**config.mk**
```make
export PLATFORM = sky130hd
export DESIGN_NAME = jpeg_dezigzag_buffer
export DESIGN_NICKNAME = d
export VERILOG_FILES = /design/src/rtl/jpeg_dezigzag_buffer.sv
export SDC_FILE = /design/constraint.sdc
export NUM_CORES = 2
export LEC_CHECK = 0
export CORE_MARGIN = 1
export CORE_UTILIZATION = 45
export CTS_BUF_LIST = sky130_fd_sc_hd__clkbuf_4 sky130_fd_sc_hd__clkbuf_8
export DETAILED_ROUTE_END_ITERATION = 7
export PLACE_DENSITY = 0.66
export SLEW_MARGIN = 0
export SYNTH_ARGS = -nofsm -noshare
export SYNTH_HDL_FRONTEND = slang
export SYNTH_SLANG_ARGS = --single-unit
export TNS_END_PERCENT = 1
```
**constraint.sdc**
```tcl
create_clock -name clk -period 4 [get_ports clk]
set_input_delay 0.4 -clock clk [delete_from_list [all_inputs] [get_ports clk]]
set_output_delay 0.4 -clock clk [all_outputs]
set_load 0.01 [all_outputs]
```
**src/rtl/jpeg_dezigzag_buffer.sv**
```systemverilog
// Zigzag-to-raster reorder buffer for 8x8 coefficient blocks, ping-pong over two 64-entry banks.
// Optional start-of-block checking is enabled by defining JPEG_DEZIGZAG_SOB_CHECK_EN.
module jpeg_dezigzag_buffer #(
  parameter int DW    = 12,
  parameter int NBANK = 2
) (
  input  logic          clk,
  input  logic          rst,
  input  logic          in_valid,
  output logic          in_ready,
  input  logic [DW-1:0] in_data,
  output logic          out_valid,
  input  logic          out_ready,
  output logic [DW-1:0] out_data,
  output logic [5:0]    out_idx,
  output logic          out_last
`ifdef JPEG_DEZIGZAG_SOB_CHECK_EN
  ,
  input  logic          in_sob,
  output logic          sync_err
`endif
);

  // Raster position of each zigzag scan index.
  localparam logic [0:63][5:0] ZZ = '{
     0,  1,  8, 16,  9,  2,  3, 10, 17, 24, 32, 25, 18, 11,  4,  5,
    12, 19, 26, 33, 40, 48, 41, 34, 27, 20, 13,  6,  7, 14, 21, 28,
    35, 42, 49, 56, 57, 50, 43, 36, 29, 22, 15, 23, 30, 37, 44, 51,
    58, 59, 52, 45, 38, 31, 39, 46, 53, 60, 61, 54, 47, 55, 62, 63};

  logic [DW-1:0] mem [NBANK*64];
  logic [5:0]    wr_cnt, rd_cnt;
  logic          wr_bank, rd_bank;
  logic [1:0]    full;

  logic          wr_fire, rd_fire;
  logic [5:0]    wr_raster, wr_cnt_nxt;
  logic          wr_wrap;

  assign in_ready  = ~rst & ~full[wr_bank];
  assign out_valid = ~rst & full[rd_bank];
  assign out_data  = mem[{rd_bank, rd_cnt}];
  assign out_idx   = rst ? 6'd0 : rd_cnt;
  assign out_last  = out_valid & (rd_cnt == 6'd63);

  assign wr_fire = in_valid & in_ready;
  assign rd_fire = out_valid & out_ready;

  always_comb begin
    wr_raster  = ZZ[wr_cnt];
    wr_cnt_nxt = wr_cnt + 6'd1;
    wr_wrap    = (wr_cnt == 6'd63);
`ifdef JPEG_DEZIGZAG_SOB_CHECK_EN
    // A start marker mid-block abandons the partial block and restarts at index 0.
    if (in_sob && (wr_cnt != 6'd0)) begin
      wr_raster  = 6'd0;
      wr_cnt_nxt = 6'd1;
      wr_wrap    = 1'b0;
    end
`endif
  end

  always_ff @(posedge clk) begin
    if (wr_fire) mem[{wr_bank, wr_raster}] <= in_data;
  end

  // Write and read completions always target different banks, so both full-bit updates can land together.
  always_ff @(posedge clk) begin
    if (rst) begin
      wr_cnt  <= '0;
      rd_cnt  <= '0;
      wr_bank <= 1'b0;
      rd_bank <= 1'b0;
      full    <= '0;
    end else begin
      if (wr_fire) begin
        wr_cnt <= wr_cnt_nxt;
        if (wr_wrap) begin
          full[wr_bank] <= 1'b1;
          wr_bank       <= ~wr_bank;
        end
      end
      if (rd_fire) begin
        rd_cnt <= rd_cnt + 6'd1;
        if (rd_cnt == 6'd63) begin
          full[rd_bank] <= 1'b0;
          rd_bank       <= ~rd_bank;
        end
      end
    end
  end

`ifdef JPEG_DEZIGZAG_SOB_CHECK_EN
  always_ff @(posedge clk) begin
    if (rst) begin
      sync_err <= 1'b0;
    end else if (wr_fire && ((in_sob && wr_cnt != 6'd0) || (!in_sob && wr_cnt == 6'd0))) begin
      sync_err <= 1'b1;
    end
  end
`endif

endmodule
```
======== Word level (Yosys, flattened, before mapping) ========
Memory sizes are Yosys's and may differ from the RTL's.
Index checks and enable logic that the tools add are counted.
storage, ports and cells
  bits in read-only memories .............. 384
  register bits after elaboration ......... 16
  bits of input ports ..................... 16
  bits in writable memories ............... 1536
  memories kept ........................... 2
  output and inout port bits .............. 21
  logic and storage cells ................. 51
  latch bits .............................. 0
memories
  memory            words  bits a word  read ports  clocked after Yosys merged registers in  wr ports  line  source
  mem               128    12           1           0                                        1         31    logic [DW-1:0] mem [NBANK*64];
  (name not given)  64     6            1           0                                        0         50    wr_raster = ZZ[wr_cnt];
operators by class
  multiplexer cells ....................... 18
  div/mod/pow operators ................... 0
  add/subtract/negate cells ............... 2
  magnitude comparators ................... 5
  shifts and indexed selects .............. 0
  multipliers ............................. 0
  eq/ne operators ......................... 2
  reductions and logical operators ........ 4
  bitwise gates (word level) .............. 13
operators by type and width
  cell                                                        count
  two-way mux 6 bit                                           3
  adder 6 x 1 -> 6 bit, second input constant                 2
  == test 6 bit, second input constant                        2
  two-way mux 2 bit                                           5
  two-way mux 1 bit                                           8
  greater-or-equal comparator 7 bit, second input constant    1
  inverter 6 -> 7 bit                                         1
  bitwise AND 1 bit                                           5
  less-than comparator 1 x 2 -> 1 bit, second input constant  2
  inverter 1 bit                                              4
  AND reduction 2 bit                                         2
  bitwise AND 2 bit                                           1
  demux 1 bit (select 1 bit)                                  2
  greater-or-equal comparator 1 bit, second input constant    2
  logical AND 1 bit                                           2
  inverter 2 bit                                              1
  bitwise OR 2 bit                                            1

======== Longest topological paths before layout ========
  word-level depth ........................ 11
  depth in mapped cells ................... 11
  mapped depth without buffers ............ 9

======== Least setup slack after synthesis ========
Ideal clock, no wire load.
  kind .................................... reg2reg
  from .................................... register wr_cnt[0]
  to ...................................... memory mem[89][0] (enable)
  clock period less this slack ............ 3439 ps
  cell stages (with the launch flop) ...... 11
  slack ................................... 561 ps
  required time ........................... 3604 ps
  library setup time ...................... 396 ps
  arrival ................................. 3042 ps
  buffers on the path ..................... 2
  cell sequence ........................... dfxtp_1 > clkbuf_1 > inv_1 > ha_1 > nand2b_1 > and3_1 > o21ai_0 > a32o_1 > buf_2 > nand2_1 > nor3_1
on the way
  longest elaborated chain between the ends .. 4
ends and longest elaborated chain
  what                                                   line  source
  start: declaration                                     32    logic [5:0] wr_cnt, rd_cnt;
  start signal: assignment                               77    wr_cnt <= wr_cnt_nxt;
  inverter 6 -> 7 bit (not written as such)              50
  memory read (64 x 6 bit)                               n/a
  two-way mux 6 bit (not written as such) (2 in series)  50
  end: declaration                                       31
Every way passes these cells. The select of a mux whose other input is x is not followed.

======== Final worst setup path ========
  from .................................... register rd_cnt[0]
  to ...................................... output port out_data[4]
on the way
  longest elaborated chain between the ends .. 1
ends and longest elaborated chain
  what                        line  source
  start: declaration          32
  start signal: assignment    84    rd_cnt <= rd_cnt + 6'd1;
  memory read (128 x 12 bit)  n/a
  end: declaration            14    output logic [DW-1:0] out_data,
Every way passes these cells.

==> metrics.csv <==
stage,metric,value,unit
route,vias,33700,
run_status,failing checks,"DRC, setup timing",
synth,Synth Flop Type,edfxtp_1,
run_status,run status,"finished, violations left",
cells_and_area,fill count,10400,
grt,vias in the first global route,33300,
route,Via density,6.02,
clock_tree,clock tree buffer depth,3,
synth,number of synthesized flops with an enable pin,1536,
sta,Hold WS,14.2,ps
grt,first-pass GRT wire length,241000,um
clock_tree,CTS Sinks,1552,
sta,Fmax,0.246,GHz
synth,count of cell types in the netlist,59,
grt,GRT Residual Overflow,0,
route,per-cell routed wire length,30.1,um
clock_tree,CTS Root Cell,clkbuf_8,
route,Initial DRC Count,4294,
route,drt total wl,169000,um
floorplan,I/O pins,37,
route,First-pass DRT Iterations,8,
cells_and_area,"commonest non-fill, non-tap cell in the layout",edfxtp_1,
synth,"flops & latches, synth",1552,
sta,worst setup margin,-61.3,ps
worst_setup_path,CP Launch Type,flop,
flow_run,Max-cap violations,0,
power,power per cell area,427,nW/um^2
floorplan,total core area,135000,sq um
placed_design,placed cells,5116,
grt,total track usage,0.246,
placed_design,IO Port Bufs,36,
sta,Worst Skew,52.4,ps
worst_setup_path,CP Data Arrival Time,3660,ps
clock_tree,"Clk Latency, worst-skew pair",1000,ps
grt,initial antenna violation count,7,
synth,Mapped Nets,3137,
sta,final hold violation count,0,
sta,Final Slew Violations,0,
worst_setup_path,critical path peak fanout,7,
placed_design,GPL Wtd Cong,0.858,
clock_tree,clk slew on worst S/H paths,60,ps
worst_setup_path,cells along the critical path,buf_12 -> buf_4 -> nor2b_2 -> nand2_1 -> buf_4 -> buf_4 -> o221ai_4 -> a21oi_2 -> a211oi_4 -> o32a_1 -> buf_2,
floorplan,Die Ht,371,um
route,final antenna-violating net count,0,
cells_and_area,layout cells sized above 1,0.326,
synth,Post-Syn Area,61300,sq um
worst_setup_path,"most used cell, CP",buf_4,
clock_tree,CTS tree,built,
floorplan,die width,371,um
sta,measured slew at the worst slew-check pin,1400,ps
cells_and_area,Area growth syn-to-layout,18.6,%
worst_setup_path,Setup CP Type,reg2out,
synth,Syn. warnings,0,
sta,period utilisation layout,1.02,
worst_setup_path,CP max stage delay,560,ps
cells_and_area,"commonest non-fill, non-tap cells in the layout","1,536 x edfxtp_1, 361 x buf_4, 269 x mux2i_1, 266 x mux4_2, 238 x clkbuf_8",
sta,Rel. slew slack,0.0625,
power,maximum vdd drop,0.000390,V
worst_setup_path,slowest CP cell,a211oi_4,
synth,"Seq/Total Area, Yosys",0.758,
worst_setup_path,Crit. End Element,output port,
cells_and_area,Final Net Count,3668,
cells_and_area,post-route insts no fill,5599,
floorplan,Initial Util,0.453,
clock_tree,Num CTS Buffers,235,
grt,largest net degree at the start of global routing,129,
synth,"Avg Cell Area, Syn",19.8,sq um
clock_tree,H-tree depth,4,
synth,async set-reset flop share out of synthesis,0,
placed_design,Post-DP HPWL,103000,um
floorplan,standard-cell row count,135,
hold_path,HP Class,in2reg,
synth,Synth Instances,3102,
sta,final number of setup-violating endpoints,7,
power,LEAKAGE,22.5,nW
route,Post-route DRC,4,
sta,unrepaired setup endpoints after global routing,yes,
sta,min Tclk post-route,4060,ps
worst_setup_path,worst endpoint required time,3600,ps
floorplan,total die area,138000,sq um
power by group:
| group | internal (mW) | switching [mW] |
|---|---|---|
| combinational | 0.113 | 0.412 |
| clock | 6.44 | 6.14 |
| sequential | 17.9 | 0.00447 |
synth_stat cells, drive strengths merged (14+ instances only):
cell type  number  share of area
o22ai          26         0.0029
a211oi         51         0.0062
buf           130          0.014
a2111oi        14         0.0020
nand2          78         0.0048
o21ai          32         0.0026
nor3           16         0.0013
mux4          266          0.098
o221ai         30         0.0043
a22oi          67         0.0082
a21oi          83         0.0068
nor2b          26         0.0027
a22o           15         0.0021
nand3          46         0.0049
nor2          175          0.011
edfxtp       1536           0.75
dfxtp          16         0.0052
ha             19         0.0039
a221oi         17         0.0025
a31oi          14         0.0014
clkbuf         53         0.0032
mux2i         279          0.046
through the flow:
step	cell area, sq um	utilization	setup TNS [ps]	total power [mW]	worst slack (ps)
6_report	72600	0.537	-216	31.0	-61.3
2_1_floorplan	61300	-	0	18.3	561
5_1_grt	72600	0.537	-502	31.9	-109
3_3_place_gp	66200	0.489	-146	18.7	-86.3
3_5_place_dp	66200	0.489	-84.4	18.7	-47.7
4_1_cts	72300	0.535	-141	31.2	-26.1
worst paths after layout:
kind,start,slack [ps],cells past startpoint,to
worst max-delay path,rd_cnt[0],-60,11,out_data[4]
worst min-delay path,in_data[1],10,2,mem[63][1]
worst max register to register,wr_cnt[1],280,9,mem[40][10]
worst min register to register,full[0],540,2,full[0]
worst max-delay path: cells and delay by family, from the launching register on:
family | cells | cell delay [ps]
AOI/OAI and AO/OA | 4 | 1210
buffers and inverters | 5 | 860
DFF | 1 | 380
and+or+nand+nor | 2 | 240
metal layers:
layer / wire length [um] / GRT usage / vias to the layer above
li1: - / - / 13900
met1: 66900 / 0.337 / 17700
met2: 80200 / 0.389 / 1770
met3: 15600 / 0.0535 / 314
met4: 5860 / 0.0893 / 6
met5: 35 / 0 / -
registers in the layout, indices dropped and copies added (netlist names):
register / count
mem: 1536
rd_cnt: 6
rd_bank: 1
wr_bank: 1
full: 2
wr_cnt: 6
layout make-up:
type	instances	area [sq um]	area share
sequential	1552	46500	0.640
multi-input combinational	1357	14700	0.202
timing repair buffer	477	4720	0.0650
clock buffer	317	3870	0.0533
tap	1781	2230	0.0307
clock inverter	102	644	0.00887
inverter	10	37.5	0.000517
antenna	3	7.51	0.000103
timing repair:
item,4_1_cts,5_1_grt
cloned,12,1
setup buffers,43,12
endpoints found under the hold margin,67,0
pin swaps,40,12
hold buffers,5,0
setup endpoints to repair,12,11
resized for setup,250,36
kinds of logic (layout without fill, tap and decap cells):
kind of cell / after synthesis / after routing / synth area share
flops: 1552 / 1552 / 0.758
mux: 550 / 550 / 0.144
compound gates: 395 / 395 / 0.0459
simple gates: 380 / 380 / 0.0286
buf+inv: 193 / 906 / 0.0175
fa+ha+maj: 19 / 19 / 0.00388
xor+xnor: 13 / 13 / 0.00186
other cells: 0 / 3 / 0
Note: power is estimated with default switching activity, not from simulation.
